<file path="config.mk">
export PLATFORM = sky130hd
export DESIGN_NAME = jtag_sequencer
export DESIGN_NICKNAME = d
export VERILOG_FILES = /design/src/rtl/jtag_sequencer.sv
export SDC_FILE = /design/constraint.sdc
export NUM_CORES = 1
export LEC_CHECK = 0
export ABC_AREA = 0
export ABC_CLOCK_PERIOD_IN_PS = 5500
export CAP_MARGIN = 20
export CORE_UTILIZATION = 55
export CTS_BUF_LIST = sky130_fd_sc_hd__clkbuf_8
export DETAILED_ROUTE_END_ITERATION = 8
export HOLD_SLACK_MARGIN = 0.03
export PLACE_DENSITY = 0.81
export SKIP_CTS_REPAIR_TIMING = 1
export SYNTH_ARGS = -nofsm -noshare
export SYNTH_HDL_FRONTEND = slang
export SYNTH_SLANG_ARGS = --single-unit
</file>
<file path="constraint.sdc">
create_clock -name TCK -period 5.5 [get_ports TCK]
set_input_delay 0.55 -clock TCK [delete_from_list [all_inputs] [get_ports TCK]]
set_output_delay 0.55 -clock TCK [all_outputs]
set_load 0.05 [all_outputs]
</file>
<file path="src/rtl/jtag_sequencer.sv">
// JTAG sequencer: turns TAP-reset / IR / DR / idle commands into TMS/TDI streams and captures TDO.
// Optional JTAG_SEQ_STATE_OUT_EN adds TAP_STATE, a mirror of the TAP controller state (IEEE 1149.1 encoding).
module jtag_sequencer #(
    parameter int unsigned DATA_W = 32,
    parameter int unsigned LEN_W  = 6
) (
    input  logic              TCK,
    input  logic              TRST,
    input  logic              CMD_VALID,
    output logic              CMD_READY,
    input  logic [1:0]        CMD_TYPE,
    input  logic [LEN_W-1:0]  CMD_LEN,
    input  logic [DATA_W-1:0] CMD_DATA,
    output logic              TMS,
    output logic              TDI,
    input  logic              TDO,
    output logic              RSP_VALID,
    output logic [DATA_W-1:0] RSP_DATA,
    output logic              RSP_ERR,
    output logic              BUSY
`ifdef JTAG_SEQ_STATE_OUT_EN
    ,
    output logic [3:0]        TAP_STATE
`endif
);

    localparam logic [1:0] CMD_RESET = 2'd0;
    localparam logic [1:0] CMD_IR    = 2'd1;
    localparam logic [1:0] CMD_IDLE  = 2'd3;
    localparam logic [LEN_W-1:0] MAX_LEN = LEN_W'(DATA_W);

    typedef enum logic [3:0] {
        TLR, IDLE, RST_SEQ, SEL_DR, SEL_IR, CAPTURE, SHIFT, EXIT1, UPDATE, RUN, DONE
    } state_e;

    state_e             state_q, state_n;
    logic [LEN_W-1:0]   cnt_q, cnt_n;
    logic [LEN_W-1:0]   len_q, len_n;
    logic               is_ir_q, is_ir_n;
    logic [DATA_W-1:0]  data_q, data_n;
    logic [DATA_W-1:0]  mask_q, mask_n;
    logic               tms_n, tdi_n, rsp_valid_n, rsp_err_n, capture;
    logic [DATA_W-1:0]  rsp_data_n;
    logic [LEN_W:0]     cnt_inc;
    logic [LEN_W-1:0]   len_clamped;

    assign cnt_inc     = (LEN_W+1)'(cnt_q) + (LEN_W+1)'(1);
    assign len_clamped = (CMD_LEN > MAX_LEN) ? MAX_LEN : CMD_LEN;

    // Next state plus the TMS/TDI values presented after the coming edge
    always_comb begin
        state_n     = state_q;
        cnt_n       = cnt_q;
        len_n       = len_q;
        is_ir_n     = is_ir_q;
        data_n      = data_q;
        mask_n      = mask_q;
        tms_n       = 1'b0;
        tdi_n       = 1'b0;
        rsp_valid_n = 1'b0;
        rsp_err_n   = 1'b0;
        rsp_data_n  = RSP_DATA;
        capture     = 1'b0;
        case (state_q)
            TLR: begin
                if (cnt_q == '0) begin
                    cnt_n = LEN_W'(1);
                end else begin
                    cnt_n   = '0;
                    state_n = IDLE;
                end
            end
            IDLE: begin
                if (CMD_VALID && CMD_READY) begin
                    cnt_n      = '0;
                    is_ir_n    = (CMD_TYPE == CMD_IR);
                    len_n      = CMD_LEN;
                    data_n     = CMD_DATA;
                    mask_n     = DATA_W'(1);
                    rsp_data_n = '0;
                    case (CMD_TYPE)
                        CMD_RESET: begin
                            state_n = RST_SEQ;
                            tms_n   = 1'b1;
                        end
                        CMD_IDLE: state_n = RUN;
                        default: begin
                            // Zero-length shift is rejected without touching the TAP
                            if (CMD_LEN == '0) begin
                                rsp_valid_n = 1'b1;
                                rsp_err_n   = 1'b1;
                            end else begin
                                len_n   = len_clamped;
                                state_n = SEL_DR;
                                tms_n   = 1'b1;
                            end
                        end
                    endcase
                end
            end
            RST_SEQ: begin
                if (cnt_q == LEN_W'(5)) begin
                    state_n     = IDLE;
                    rsp_valid_n = 1'b1;
                end else begin
                    cnt_n = cnt_q + LEN_W'(1);
                    tms_n = (cnt_q < LEN_W'(4));
                end
            end
            RUN: begin
                if (cnt_inc >= (LEN_W+1)'(len_q)) begin
                    state_n     = IDLE;
                    rsp_valid_n = 1'b1;
                end else begin
                    cnt_n = cnt_q + LEN_W'(1);
                end
            end
            SEL_DR: begin
                if (is_ir_q) begin
                    state_n = SEL_IR;
                    tms_n   = 1'b1;
                end else begin
                    state_n = CAPTURE;
                end
            end
            SEL_IR:  state_n = CAPTURE;
            CAPTURE: begin
                state_n = SHIFT;
                cnt_n   = '0;
            end
            SHIFT: begin
                // TDO for bit k arrives one edge after TDI bit k is presented
                capture = (cnt_q != '0);
                tdi_n   = data_q[0];
                data_n  = data_q >> 1;
                cnt_n   = cnt_q + LEN_W'(1);
                if (cnt_q == len_q - LEN_W'(1)) begin
                    tms_n   = 1'b1;
                    state_n = EXIT1;
                end
            end
            EXIT1: begin
                capture = 1'b1;
                tms_n   = 1'b1;
                state_n = UPDATE;
            end
            UPDATE: state_n = DONE;
            DONE: begin
                state_n     = IDLE;
                rsp_valid_n = 1'b1;
            end
            default: state_n = TLR;
        endcase
        if (capture) begin
            rsp_data_n = RSP_DATA | (TDO ? mask_q : '0);
            mask_n     = mask_q << 1;
        end
    end

    always_ff @(posedge TCK or negedge TRST) begin
        if (!TRST) begin
            state_q   <= TLR;
            cnt_q     <= '0;
            len_q     <= '0;
            is_ir_q   <= 1'b0;
            data_q    <= '0;
            mask_q    <= '0;
            TMS       <= 1'b1;
            TDI       <= 1'b0;
            CMD_READY <= 1'b0;
            BUSY      <= 1'b1;
            RSP_VALID <= 1'b0;
            RSP_ERR   <= 1'b0;
            RSP_DATA  <= '0;
        end else begin
            state_q   <= state_n;
            cnt_q     <= cnt_n;
            len_q     <= len_n;
            is_ir_q   <= is_ir_n;
            data_q    <= data_n;
            mask_q    <= mask_n;
            TMS       <= tms_n;
            TDI       <= tdi_n;
            CMD_READY <= (state_n == IDLE);
            BUSY      <= (state_n != IDLE);
            RSP_VALID <= rsp_valid_n;
            RSP_ERR   <= rsp_err_n;
            RSP_DATA  <= rsp_data_n;
        end
    end

`ifdef JTAG_SEQ_STATE_OUT_EN
    logic [3:0] tap_n;

    // Standard TAP controller transition, driven by the TMS the TAP is sampling
    always_comb begin
        tap_n = TAP_STATE;
        case (TAP_STATE)
            4'hF: tap_n = TMS ? 4'hF : 4'hC;
            4'hC: tap_n = TMS ? 4'h7 : 4'hC;
            4'h7: tap_n = TMS ? 4'h4 : 4'h6;
            4'h6: tap_n = TMS ? 4'h1 : 4'h2;
            4'h2: tap_n = TMS ? 4'h1 : 4'h2;
            4'h1: tap_n = TMS ? 4'h5 : 4'h3;
            4'h3: tap_n = TMS ? 4'h0 : 4'h3;
            4'h0: tap_n = TMS ? 4'h5 : 4'h2;
            4'h5: tap_n = TMS ? 4'h7 : 4'hC;
            4'h4: tap_n = TMS ? 4'hF : 4'hE;
            4'hE: tap_n = TMS ? 4'h9 : 4'hA;
            4'hA: tap_n = TMS ? 4'h9 : 4'hA;
            4'h9: tap_n = TMS ? 4'hD : 4'hB;
            4'hB: tap_n = TMS ? 4'h8 : 4'hB;
            4'h8: tap_n = TMS ? 4'hD : 4'hA;
            4'hD: tap_n = TMS ? 4'h7 : 4'hC;
            default: tap_n = 4'hF;
        endcase
    end

    always_ff @(posedge TCK or negedge TRST) begin
        if (!TRST) TAP_STATE <= 4'hF;
        else       TAP_STATE <= tap_n;
    end
`endif

endmodule

</file>
# After elaboration in Yosys (flattened, before gate mapping)
# Index checks and enable logic that the tools add are counted.
# classes
n_addsub	3
n_lt_le_gt_ge	3
eq_ne	19
mux	42
bitwise_logic	1
reduce_logical	15
# ops
operator	n
2-to-1 mux 32 bit	8
case mux 32 bit (2 select lines)	1
case mux 4 bit (11 select lines)	1
2-to-1 mux 6 bit	6
case mux 6 bit (6 select lines)	1
OR 32 bit	1
2-to-1 mux 4 bit	6
== test 4 x 3 -> 1 bit (second input constant)	4
2-to-1 mux 1 bit	14
== test 4 bit (second input constant)	3
zero test 6 bit	2
nonzero test 6 bit	2
== test 4 x 1 -> 1 bit (second input constant)	2
== test 4 x 2 -> 1 bit (second input constant)	2
case mux 4 bit (2 select lines)	1
adder 6 x 1 -> 7 bit (second input constant)	1
>= comparator 7 x 6 -> 1 bit	1
adder 6 x 1 -> 6 bit (second input constant)	1
== test 6 x 3 -> 1 bit (second input constant)	1
== test 6 bit	1
> comparator 6 bit (second input constant)	1
< comparator 6 x 3 -> 1 bit (second input constant)	1
inequality test 2 bit (second input constant)	3
AND reduction 2 bit	3
13 further kinds	16
# totals
ff_bits	119
in_bits	44

# Longest topological paths before layout
# depth
depth_word	6
mapped_depth	10
mapped_depth_nobuf	10

# Worst setup path before layout
# OpenSTA, ideal clock, no wires.
# synth_path
kind	register to register
from	register cnt_q[0]
to	register cnt_q[0]
setup_time_ps	125
t_arrival_ps	2369
t_required_ps	5375
setup_slack_ps	3006
stages_incl_launch_ff	11
cell_sequence	dfrtp_1 ha_1 nand3_1 xor2_1 inv_1 ha_1 a21o_1 nand2_1 o211ai_1 o21ai_1 mux2_2
# synth_between
elab_chain_len	4
word_cells_on_any_way	12
# synth_rtl
item	line	rtl
start: declaration	37	logic [LEN_W-1:0] cnt_q, cnt_n;
start signal: assignment	177	cnt_q <= cnt_n;
adder 6 x 1 -> 7 bit	47	assign cnt_inc = (LEN_W+1)'(cnt_q) + (LEN_W+1)'(1);
>= comparator 7 x 6 -> 1 bit	111	if (cnt_inc >= (LEN_W+1)'(len_q)) begin
inequality test 2 bit (no line)	-	
AND reduction 4 bit (no line)	-	
# Several ways; a longest one is shown, not always the timed one. The select of a mux whose other input is x is not followed.
# A chain may end at the register's enable or synchronous reset.

# Worst setup path after layout
# layout_path
from	register cnt_q[0]
to	register cnt_q[5]
# Same word-level chain as after synthesis.

==> out/qor_table.md <==
| Quantity | This run | Unit |
| --- | --- | --- |
| Vias in the first global route | 4020 | - |
| Worst-margin pin slew | 0.747 | ns |
| Effective utilization at floorplan | 56.4 | % |
| Post-route ant nets | 0 | - |
| Port Buffers | 81 | - |
| Status | finished clean | - |
| Headroom to the max-slew limit | 50.2 | % |
| VDD IR-drop max | 0.377 | mV |
| Worst-case clock buffer depth | 2 | - |
| Final worst path period need | 2.87 | ns |
| Design internal power | 2.43 | mW |
| Die span in x | 102 | um |
| Critical Path RT | 5.81 | ns |
| # diodes | 0 | - |
| Length of the first detailed-routing pass in iterations | 5 | - |
| TritonCTS Sinks | 119 | - |
| Mean instance size in the synthesized netlist | 10.2 | um2 |
| Fin area | 6830 | um2 |
| Clk_lat worst skew | 0.43 | ns |
| Number of warning messages in the yosys log | 0 | - |
| Site row count | 36 | - |
| Share of total power in the clock network | 21.1 | % |
| Layout cell share with drive strength beyond 1 | 8.58 | % |
| Share of the clock period used by the worst path after layout | 52.1 | % |
| R2R setup slack | 2.63 | ns |
| Layout area overhead | 25.0 | % |
| Number of flops mapped to enable cells by yosys | 0 | - |
| Total count of max-transition violations in the final report | 0 | - |
| Depth of the most critical reg-to-reg path | 10 | - |
| Final total negative setup slack | 0 | ns |
| DR DRC count | 0 | - |
| Part of the total power dissipated in combinational logic | 40.1 | % |
| Peak Freq | 349 | MHz |
| CTS Root Buffer Type | sky130_fd_sc_hd__clkbuf_8 | - |
| Critical R2R Capture | cnt_q[5]$_DFFE_PN0P_ | - |
| Maximum fanout count along the critical path | 8 | - |
| Total Die Area | 10300 | um2 |
| Number of maximum-capacitance violations | 0 | - |
| Category of the worst setup path launch point | flip-flop | - |
| Antenna violations before repair | 0 | - |
| Number of vias in the routed layout | 4133 | - |
| Launch point of the worst reg-to-reg path | cnt_q[0]$_DFFE_PN0P_ | - |
| Number of instances in the synthesized netlist | 533 | - |
| Flop and latch count out of synthesis | 119 | - |
| Most common cell on crit path | sky130_fd_sc_hd__ha_1 | - |
| Synthesized net count | 590 | - |
| Crit end category | flip-flop | - |
| Power per Cell Area | 596 | nW/um2 |
| Clock-pin slew of the registers on the worst-case setup and hold paths | 0.07 | ns |
| Routed wirelength normalized by instance count | 15.0 | um |
| Kind of critical path | flip-flop to flip-flop | - |
| Global-route usage over all layers | 24.0 | % |
| Final number of hold-violating endpoints | 0 | - |
| Class of the most critical hold timing path | input pin to asynchronous set/reset pin | - |
| Pin count of the biggest net entering global routing | 66 | - |
| Leakage Power | 3.35 | nW |
| Met1 wire length | 5.09 | mm |
| Async S/R FF share, synth | 100 | % |
| Final setup violating endpoints | 0 | - |
| Height of the die | 102 | um |
| Number of vias per cell | 5.50 | - |
| Top routing layer in use | met4 | - |
| Number of levels in the clock H-tree | 4 | - |
| Crit path DAT | 3.18 | ns |
| CP max-delay cell | sky130_fd_sc_hd__dfrtp_1 | - |
| Total power after layout | 4.07 | mW |
| Net count, final | 662 | - |
| Final setup skew | 0.0107 | ns |
| Placed cell area | 6370 | um2 |
| Sw Ratio | 40.2 | % |
| Worst path cell trace | ha_1 -> nand3_1 -> xor2_1 -> inv_1 -> ha_1 -> a21o_1 -> nand2_1 -> o211ai_1 -> o21ai_1 -> mux2_2 | - |
| CP max stage delay | 0.49 | ns |
| Congestion Overflow GR | 0 | - |
| Global-route wire length before repair | 19.0 | mm |
| Power share of the sequential group | 38.8 | % |
| Post-Synthesis Cell Area | 5460 | um2 |
| P_sw | 1.63 | mW |
| Initial DRC Count | 278 | - |
| Total I/O pin count | 82 | - |
| CTS tree | built | - |
| Core region area | 9680 | um2 |
| Fraction of the yosys area taken by sequential cells | 54.6 | % |
| Setup repair after global routing missed its margin | false | - |
| Met2 wirelength from detailed routing | 5.29 | mm |
| Most frequently used flop master after synthesis | sky130_fd_sc_hd__dfrtp_1 | - |
| Count of cell types in the netlist | 50 | - |
| DP Wirelength | 7.32 | mm |
| GPL Wtd Cong | 0.871 | - |
| Routed wire length | 11.3 | mm |
| Clock buffer count from CTS | 17 | - |
| Routed length on met3 | 650 | um |
## per-layer routing
| layer | global-route usage [%] | vias up |
|---|---|---|
| met5 | 0 | - |
| met4 | 10.9 | 0 |
| met3 | 7.25 | 21 |
| met2 | 35.7 | 112 |
| met1 | 32.4 | 1999 |
| li1 | - | 2001 |
## cells in the mapped netlist, types with 2 or more instances
library cell                  n  area, um2
sky130_fd_sc_hd__xor2_1       5       43.8
sky130_fd_sc_hd__a21oi_1      6       30.0
sky130_fd_sc_hd__nand3_1     38        190
sky130_fd_sc_hd__nor4_1       3       18.8
sky130_fd_sc_hd__o21ai_0     24        120
sky130_fd_sc_hd__a21o_1       2       15.0
sky130_fd_sc_hd__nor2_1       9       33.8
sky130_fd_sc_hd__nor2b_1      2       12.5
sky130_fd_sc_hd__o2111ai_1    2       17.5
sky130_fd_sc_hd__nand4_1      3       18.8
sky130_fd_sc_hd__nor4b_1      2       17.5
sky130_fd_sc_hd__and3_1       4       25.0
sky130_fd_sc_hd__mux2i_1     32        320
sky130_fd_sc_hd__o31ai_1      3       22.5
sky130_fd_sc_hd__nor3_1       4       20.0
sky130_fd_sc_hd__dfrtp_1    117       2930
sky130_fd_sc_hd__nor3b_1      2       15.0
sky130_fd_sc_hd__nor4bb_1     2       20.0
sky130_fd_sc_hd__a211o_1      2       17.5
sky130_fd_sc_hd__ha_1        13        163
sky130_fd_sc_hd__clkbuf_1    33        124
sky130_fd_sc_hd__o21ai_1     16       80.1
sky130_fd_sc_hd__nand2b_1     4       25.0
sky130_fd_sc_hd__mux2_2       4       45.0
sky130_fd_sc_hd__or4_1        2       15.0
sky130_fd_sc_hd__buf_2        2       10.0
sky130_fd_sc_hd__xnor2_1      6       52.6
sky130_fd_sc_hd__nand2_1    115        432
sky130_fd_sc_hd__a22o_1      32        280
sky130_fd_sc_hd__inv_1       18       67.6
sky130_fd_sc_hd__dfstp_2      2       52.6
sky130_fd_sc_hd__nand3b_1     2       15.0
sky130_fd_sc_hd__a31oi_1      5       31.3
## layout make-up
class                      count  area (um2)
sequential                   119        2980
multi-input combinational    361        2300
inverter                      18        67.6
tap                          133         166
fill                         712        2860
timing repair buffer          88         878
clock buffer                  18         248
clock inverter                14         183
## per-stage QoR
| stage | std cells | setup slack, ns | utilization (%) | hold WS [ns] |
|---|---|---|---|---|
| after detailed placement | 718 | 2.49 | 65.8 | 0.472 |
| after global placement | 718 | 2.51 | 65.8 | 0.462 |
| final | 751 | 2.63 | 70.5 | 0.164 |
| after floorplan | 533 | 3.01 | - | 0.254 |
| after CTS | 750 | 2.47 | 70.2 | 0.192 |
| after global routing | 751 | 2.44 | 70.5 | 0.230 |
## critical path, delay by kind of cell (launching register included)
family          cells  cell delay (ns)
flops               1             0.49
compound gates      3             0.79
fa+ha+maj           2             0.61
buf+inv             1             0.07
mux                 1             0.40
simple gates        2             0.20
xor+xnor            1             0.20
## cell usage in the layout, fill, tap and decap left out, drive strengths merged, types with 5 or more instances in the layout
cell,instances
nor2,9
clkbuf,19
buf,7
mux2i,32
o21ai,40
xor2,5
clkdlybuf4s50,80
a31oi,5
ha,13
xnor2,6
dfrtp,117
nand2,115
inv,21
a21oi,6
nand3,38
a22o,32
## state kept, by name (all words and copies together) (netlist names)
| name | flops |
|---|---|
| RSP_DATA | 32 |
| data_q | 32 |
| mask_q | 32 |
| cnt_q | 6 |
| len_q | 6 |
| state_q | 4 |
| BUSY | 1 |
| CMD_READY | 1 |
| RSP_ERR | 1 |
| RSP_VALID | 1 |
| TDI | 1 |
| TMS | 1 |
| is_ir_q | 1 |
## how the worst max path moves through the flow
stage,from,endpoint,depth (start not counted)
floorplan,cnt_q[0]$_DFFE_PN0P_,cnt_q[0]$_DFFE_PN0P_,10
global placement,state_q[2]$_DFF_PN0_,RSP_DATA[23]$_DFFE_PN0P_,6
detailed placement,state_q[2]$_DFF_PN0_,RSP_DATA[10]$_DFFE_PN0P_,6
CTS,state_q[2]$_DFF_PN0_,RSP_DATA[10]$_DFFE_PN0P_,6
global route,cnt_q[2]$_DFFE_PN0P_,cnt_q[5]$_DFFE_PN0P_,9
finish,cnt_q[0]$_DFFE_PN0P_,cnt_q[5]$_DFFE_PN0P_,10
## power by group through the flow
stage | Sequential, mW | Clock (mW) | Combinational (mW)
6_report | 1.58 | 0.857 | 1.63
5_1_grt | 1.64 | 0.913 | 1.78
4_1_cts | 1.58 | 0.872 | 1.64
3_5_place_dp | 1.59 | 0 | 1.63
3_3_place_gp | 1.57 | 0 | 1.58
2_1_floorplan | 1.88 | 0 | 0.820
## kinds of logic (layout without fill, tap and decap cells)
kind of cell    Yosys count  in the layout  synth area share, %
compound gates          102            102                 13.1
xor+xnor                 12             12                 2.25
fa+ha+maj                13             13                 2.98
buf+inv                  53            138                 3.69
flops                   119            119                 54.6
mux                      36             36                 6.69
simple gates            198            198                 16.7
(Power assumes the default switching activity.)
